`config.mk`:
```
export PLATFORM = sky130hd
export DESIGN_NAME = rr_arbiter8
export DESIGN_NICKNAME = d
export VERILOG_FILES = /design/src/rtl/arb_pkg.sv /design/src/rtl/rr_pick8.sv /design/src/rtl/rr_arbiter8.sv
export SDC_FILE = /design/constraint.sdc
export NUM_CORES = 1
export LEC_CHECK = 0
export CORE_ASPECT_RATIO = 1.4
export CORE_MARGIN = 10
export CORE_UTILIZATION = 40
export CTS_CLUSTER_DIAMETER = 50
export DETAILED_ROUTE_END_ITERATION = 7
export SYNTH_ARGS = -nofsm -noshare
export SYNTH_HDL_FRONTEND = slang
export SYNTH_SLANG_ARGS = --single-unit
```
`constraint.sdc`:
```
create_clock -name clk -period 3.9 [get_ports clk]
set_clock_uncertainty 0.1 [all_clocks]
set_input_delay 0.585 -clock clk [delete_from_list [all_inputs] [get_ports clk]]
set_output_delay 0.585 -clock clk [all_outputs]
set_load 0.01 [all_outputs]
```
`src/rtl/arb_pkg.sv`:
```
// Shared types and constants for the 8-way round-robin arbiter.
package arb_pkg;

  localparam int unsigned N_REQ = 8;
  localparam int unsigned ID_W  = 3;

  typedef enum logic [1:0] {
    IDLE  = 2'd0,
    GRANT = 2'd1,
    GAP   = 2'd2
  } arb_state_t;

  // Index to one-hot, used when loading the grant register.
  function automatic logic [N_REQ-1:0] id2onehot(input logic [ID_W-1:0] id);
    return N_REQ'(1) << id;
  endfunction

endpackage

```
`src/rtl/rr_pick8.sv`:
```
// Rotating-priority finder: first asserted request at or above ptr, wrapping.
module rr_pick8
  import arb_pkg::*;
(
  input  logic [N_REQ-1:0] req,
  input  logic [ID_W-1:0]  ptr,
  output logic [ID_W-1:0]  win_id,
  output logic             any
);

  always_comb begin
    logic [ID_W-1:0] idx;
    win_id = '0;
    any    = 1'b0;
    idx    = '0;
    for (int i = 0; i < N_REQ; i++) begin
      idx = ptr + ID_W'(i);
      if (!any && req[idx]) begin
        win_id = idx;
        any    = 1'b1;
      end
    end
  end

endmodule

```
`src/rtl/rr_arbiter8.sv`:
```
// Round-robin arbiter for 8 requesters with hold limit and one-cycle turnaround.
module rr_arbiter8
  import arb_pkg::*;
#(
  parameter int unsigned MAX_HOLD = 16
) (
  input  logic             clk,
  input  logic             reset,
  input  logic             go,
  input  logic [N_REQ-1:0] req,
  input  logic             done,
  output logic [N_REQ-1:0] grant,
  output logic [ID_W-1:0]  grant_id,
  output logic             grant_valid,
  output logic             timeout
);

  localparam int unsigned CNT_W = (MAX_HOLD > 1) ? $clog2(MAX_HOLD) : 1;
  localparam logic [CNT_W-1:0] HOLD_LAST = CNT_W'((MAX_HOLD > 0) ? MAX_HOLD - 1 : 0);
  localparam bit HOLD_EN = (MAX_HOLD > 0);

  arb_state_t       state;
  logic [ID_W-1:0]  ptr;
  logic [CNT_W-1:0] hold_cnt;

  logic [ID_W-1:0]  win_id_c;
  logic             win_any_c;
  logic             owner_req_c;
  logic             limit_hit_c;
  logic             release_c;

  rr_pick8 u_pick (
    .req    (req),
    .ptr    (ptr),
    .win_id (win_id_c),
    .any    (win_any_c)
  );

  always_comb begin
    owner_req_c = req[grant_id];
    limit_hit_c = HOLD_EN && (hold_cnt == HOLD_LAST);
    release_c   = done || !owner_req_c || limit_hit_c;
  end

  // FSM, pointer, hold counter and output registers.
  always_ff @(posedge clk or posedge reset) begin
    if (reset) begin
      state       <= IDLE;
      ptr         <= '0;
      hold_cnt    <= '0;
      grant       <= '0;
      grant_id    <= '0;
      grant_valid <= 1'b0;
      timeout     <= 1'b0;
    end else begin
      timeout <= 1'b0;
      case (state)
        IDLE: begin
          if (go && win_any_c) begin
            state       <= GRANT;
            grant_id    <= win_id_c;
            grant       <= id2onehot(win_id_c);
            grant_valid <= 1'b1;
            hold_cnt    <= '0;
          end
        end
        GRANT: begin
          if (hold_cnt != '1) begin
            hold_cnt <= hold_cnt + CNT_W'(1);
          end
          if (release_c) begin
            state       <= GAP;
            grant       <= '0;
            grant_valid <= 1'b0;
            ptr         <= grant_id + ID_W'(1);
            // A limit release only counts as a timeout if the owner still wanted it.
            timeout     <= limit_hit_c && !done && owner_req_c;
          end
        end
        GAP: begin
          state <= IDLE;
        end
        default: begin
          state <= IDLE;
        end
      endcase
    end
  end

endmodule

```
# ---- After elaboration in Yosys (flattened, before gate mapping)
# Cells that the tools add are included.
dict set report totals {
  register_bits 22
  out_inout_bits 13
}
dict set report classes {
  n_addsub 9
  n_lt_le_gt_ge 9
  eq_ne 6
  shifts 1
  mux 48
  reduce_logical 28
}
# operator n
set ops {}
lappend ops {{< comparator 3 x 4 -> 1 bit (second input constant)} 9}
lappend ops {{binary-select mux 1 bit (select 3 bit)} 9}
lappend ops {{2-to-1 mux 3 bit} 8}
lappend ops {{2-to-1 mux 1 bit} 21}
lappend ops {{2-to-1 mux 8 bit} 2}
lappend ops {{case mux 8 bit (2 select lines)} 1}
lappend ops {{adder 3 bit (second input constant)} 4}
lappend ops {{logical AND 1 bit} 10}
lappend ops {{zero test 1 bit} 9}
lappend ops {{2-to-1 mux 4 bit} 2}
lappend ops {{case mux 4 bit (2 select lines)} 1}
lappend ops {{<< shifter 1 x 3 -> 8 bit (first input constant)} 1}
lappend ops {{adder 3 x 1 -> 3 bit (second input constant)} 2}
lappend ops {{adder 3 x 2 -> 3 bit (second input constant)} 2}
lappend ops {{inequality test 2 bit (second input constant)} 3}
lappend ops {{AND reduction 2 bit} 3}
lappend ops {{AND reduction 3 bit} 2}
lappend ops {{adder 4 x 1 -> 4 bit (second input constant)} 1}
lappend ops {{equality test 4 bit (second input constant)} 1}
lappend ops {{2-to-1 mux 2 bit} 2}
lappend ops {{inequality test 4 bit (second input constant)} 1}
lappend ops {{case mux 2 bit (2 select lines)} 1}
lappend ops {{equality test 2 x 1 -> 1 bit (second input constant)} 1}
lappend ops {{zero test 2 bit} 1}
lappend ops {{3 further kinds} 4}

# ---- Depth between registers and ports, before layout
dict set report depth {
  word_depth 27
  ltp_mapped 12
  ltp_nobuf 9
}

# ---- By module
# From an unflattened synthesis, not the netlist that was laid out.
dict set report hier_totals {
  cells_unflattened 211
  area_unflattened_um2 2143.3
}
# mod instances cells_each area_each_um2 seq_area_each_um2
set modules_own_cells {}
lappend modules_own_cells {rr_pick8 1 121 1081.0 0.0}
lappend modules_own_cells {rr_arbiter8 1 90 1062.3 550.5}

# ---- Least setup slack after synthesis
# No wires, ideal clock.
dict set report synth_timing {
  kind {register -> register}
  start {reg ptr[1]}
  end {reg grant_id[1]}
  arrival_time_ps 3259
  t_required_ps 3675
  slack_ps 416
  path_stages_with_launch 12
  path_buffers 3
  synth_period_minus_slack_ps 3484
  cell_sequence {dfrtp_1 buf_2 buf_2 inv_1 ha_1 mux4_2 mux2i_1 a32oi_1 or3_1 o211ai_2 buf_2 mux2_2}
}
dict set report synth_via {
  elab_chain_cells 26
  elab_cells_between_ends 55
  cone_classes {add/sub (7); mux (32); reduce/logical (16)}
}
# item line_no
set synth_rtl {}
lappend synth_rtl {{from (decl)} rr_arbiter8.sv:23} ;# logic [ID_W-1:0] ptr;
lappend synth_rtl {{from (signal assigned)} rr_arbiter8.sv:75} ;# ptr <= grant_id + ID_W'(1);
lappend synth_rtl {{branches (longest 26 deep; another with adder 3 x 1 -> 3 bit)} -}
lappend synth_rtl {{to (signal assigned)} rr_arbiter8.sv:61} ;# grant_id <= win_id_c;
lappend synth_rtl {{to (decl)} rr_arbiter8.sv:13} ;# output logic [ID_W-1:0] grant_id,
# Several ways; the timed one is not identified. The select of a mux whose other input is x is not followed.
# A chain may end at the register's enable or synchronous reset.

# ---- Worst setup path after layout
dict set report layout_timing {
  start {reg ptr[0]}
  end {reg grant[6]}
}
dict set report layout_via {
  elab_chain_cells 27
  elab_cells_between_ends 59
  cone_classes {add/sub (7); eq/ne (1); shift (1); mux (34); reduce/logical (16)}
}
# item line_no
set layout_rtl {}
lappend layout_rtl {{branches (longest 27 deep; another with adder 3 x 1 -> 3 bit)} -}
lappend layout_rtl {{to (signal assigned)} rr_arbiter8.sv:62} ;# grant <= id2onehot(win_id_c);
lappend layout_rtl {{to (decl)} rr_arbiter8.sv:12} ;# output logic [N_REQ-1:0] grant,
# Several ways; the timed one is not identified. The select of a mux whose other input is x is not followed.

==> results.json <==
{
  "maxCapViolCount": 0,
  "wl_per_cell_um": 18.81,
  "min_period_over_period_pct": 91.94,
  "cp_cell_sequence": "clkinv_1 > ha_1 > mux4_2 > mux2i_1 > a32oi_1 > or3_1 > a2111o_1 > a211oi_4 > a32o_1",
  "synth-edff-count": 0,
  "start_kind": "register",
  "yosys.area_share.xor_xnor_pct": 2.706,
  "ys_seq_elements": 22,
  "finalHoldViolCount": 0,
  "r2r_cells": 9,
  "path_buf_inv": 1,
  "r2r_end": "grant[6]",
  "post-cts-setup-buffers": 0,
  "end_kind": "register",
  "hold_path_depth": 1,
  "drt_iter0_drc": 143,
  "max_slew.worst_pin.slew_ns": 0.8809,
  "path_max_fanout": 7,
  "synth_mux_area_share_pct": 26.22,
  "worstReg2RegStart": "ptr[0]",
  "static-leakage-power_nw": 0.9671,
  "drc": 0,
  "final_core_util_pct": 50.39,
  "setup_viol": 0,
  "rows": 29,
  "yosysMostFrequentCell": "dfrtp_1",
  "fin_nets": 236,
  "worstPathArrival_ns": 3.69,
  "grt_pass1_vias": 1757,
  "synth.area.top_cells": "dfrtp_1 (28%), mux4_2 (15%), mux2i_1 (8.2%), mux2_2 (2.9%), o21ai_0 (2.8%)",
  "ys_async_sr_fraction_pct": 100.0,
  "status": "completed",
  "dp_hpwl_um": 4148,
  "dieHeight_um": 102.4,
  "cts_tree": "built",
  "yosysWarnings": 0,
  "htreeDepth": 1,
  "cp-startpoint": "ptr[0]",
  "placement.io_buffers": 24,
  "die_x_um": 78.89,
  "postSynthAreaPerCell_um2": 10.01,
  "core-area_um2": 4608,
  "placed_cell_area_um2": 2251,
  "grt_overflow": 0,
  "synth.largest_area_cell": "dfrtp_1",
  "fmax_mhz": 278.9,
  "yosys.area_share.simple_pct": 15.01,
  "start_util_pct": 42.14,
  "ios": 25,
  "synth_adder_area_share_pct": 2.577,
  "synth_flop_cell": "dfrtp_1",
  "clockBufferDepth": 2,
  "min_period_ns": 3.586,
  "path_clk_slew_ns": 0.09,
  "synth.net_count": 210,
  "grt_use_total_pct": 13.20,
  "crit_family": "compound AO/OA/AOI/OAI gates",
  "synth_compound_area_share_pct": 21.01,
  "rsz0062_at_grt": "no",
  "final_layout_size_suffix_gt1_share_pct": 15.07,
  "cts_repair_resize_count": 0,
  "fin_setup_tns_ns": 0,
  "cts_buffers": 3,
  "hp-start": "grant[3]",
  "synth_top_family_by_area": "multiplexers",
  "final_area_um2": 2322,
  "ctsHoldBuffers": 0,
  "power_density_nw_per_um2": 972.6,
  "synthCells": 194,
  "crit_path_max_incr_delay_ns": 0.54,
  "maxSlewHeadroom_pct": 40.34,
  "rrSetupSlack_ns": 0.31,
  "num_antenna_cells": 0,
  "synth_top_area_share_pct": 28.35,
  "drt_pre_antenna_iters": 4,
  "final_max_slew_viol_count": 0,
  "antenna_found_initial": 0,
  "insertion_delay_ns": 0.26,
  "clock-sinks": 22,
  "area_growth_pct": 19.59,
  "cp.required_ns": 4.01,
  "hold_path.class": "reg2reg",
  "stdcell_count": 281,
  "yosys.cell_types.count": 47,
  "ant_nets": 0,
  "gp_congestion": 0.8864,
  "num_vias": 1711,
  "worst-setup-path-type": "reg2reg",
  "slowest_stage": "ha_1",
  "min_to": "grant[3]",
  "totalWireLength_um": 5285,
  "synth_common_cells": "dfrtp_1 (22), mux2i_1 (16), mux4_2 (13)",
  "seq_area_frac_synth_pct": 28.35,
  "syn-cell-area_um2": 1942,
  "die_area_um2": 8081,
  "grt_pass1_wl_um": 8680,
  "viasPerCell": 6.089,
  "clock-root-buffer": "clkbuf_8",
  "placedCellCount": 277,
  "grt_max_degree": 25,
  "peakVddDrop_uv": 480.0
}
## layout by cell type, fill, tap and decap left out, types with 2 or more instances in the layout
cell,count
mux2i_1,16
buf_4,6
nand3_1,9
and3_1,6
xor2_1,3
and2_1,4
dfrtp_1,22
nor2b_1,3
ha_1,4
a31oi_1,3
nand2b_1,2
nand2_1,10
or2_2,2
a32oi_1,3
xnor2_1,3
o2111ai_1,2
mux4_2,13
a21o_1,6
o21ai_0,11
nor3_1,6
inv_1,6
clkdlybuf4s50_1,24
a32o_1,2
a21oi_1,8
mux2_2,5
nor2_1,10
a22o_1,6
o21a_1,3
clkbuf_8,3
## area by class of cell
class / count / area [um2]
timing repair buffer: 30 / 285.3
tap: 62 / 77.57
sequential: 22 / 550.5
fill: 455 / 2286
multi-input combinational: 156 / 1311
inverter: 7 / 26.28
clock inverter: 1 / 30.03
clock buffer: 3 / 41.29
## cell families (layout without fill, tap and decap cells)
family / after synthesis / after routing
adder cells (fa/ha/maj): 4 / 4
XOR/XNOR: 6 / 6
flip-flops: 22 / 22
multiplexers: 34 / 34
buffers and inverters: 16 / 41
AO/OA/AOI/OAI: 55 / 55
AND/OR/NAND/NOR: 57 / 57
## report_power, final
group          switching [mW]  internal (mW)  total (mW)  leakage (nW)
Sequential             0.0868          0.298       0.385         0.288
Clock                  0.0748          0.137       0.212        0.0357
Combinational           0.938          0.724        1.66         0.643
## layer usage
layer	wire length, um	global-route usage [%]
met1	2065	14.69
met2	2816	24.30
met3	204	1.582
met4	199	6.224
met5	0	0
## how the worst max path moves through the flow
stage / end / slack [ns] / cells past startpoint
floorplan: grant_id[1] / 0.42 / 11
global placement: grant[6] / 0.21 / 8
detailed placement: grant[6] / 0.12 / 8
CTS: grant[6] / 0.31 / 9
global route: grant[0] / 0.06 / 9
finish: grant[6] / 0.31 / 9
## through the flow
stage | total power, mW | hold slack (ns) | setup slack (ns)
CTS | 2.257 | 0.4045 | 0.3115
global route | 2.439 | 0.4283 | 0.05759
floorplan | 1.614 | 0.3842 | 0.4159
finish | 2.259 | 0.4034 | 0.3144
detailed placement | 2.038 | 0.3850 | 0.1174
global placement | 2.018 | 0.3811 | 0.2146
## state kept, by name, summed over array words and instances, names as in the netlist
name / cells
grant_valid: 1
timeout: 1
ptr: 3
state: 2
hold_cnt: 4
grant_id: 3
grant: 8
(Power assumes the default switching activity.)
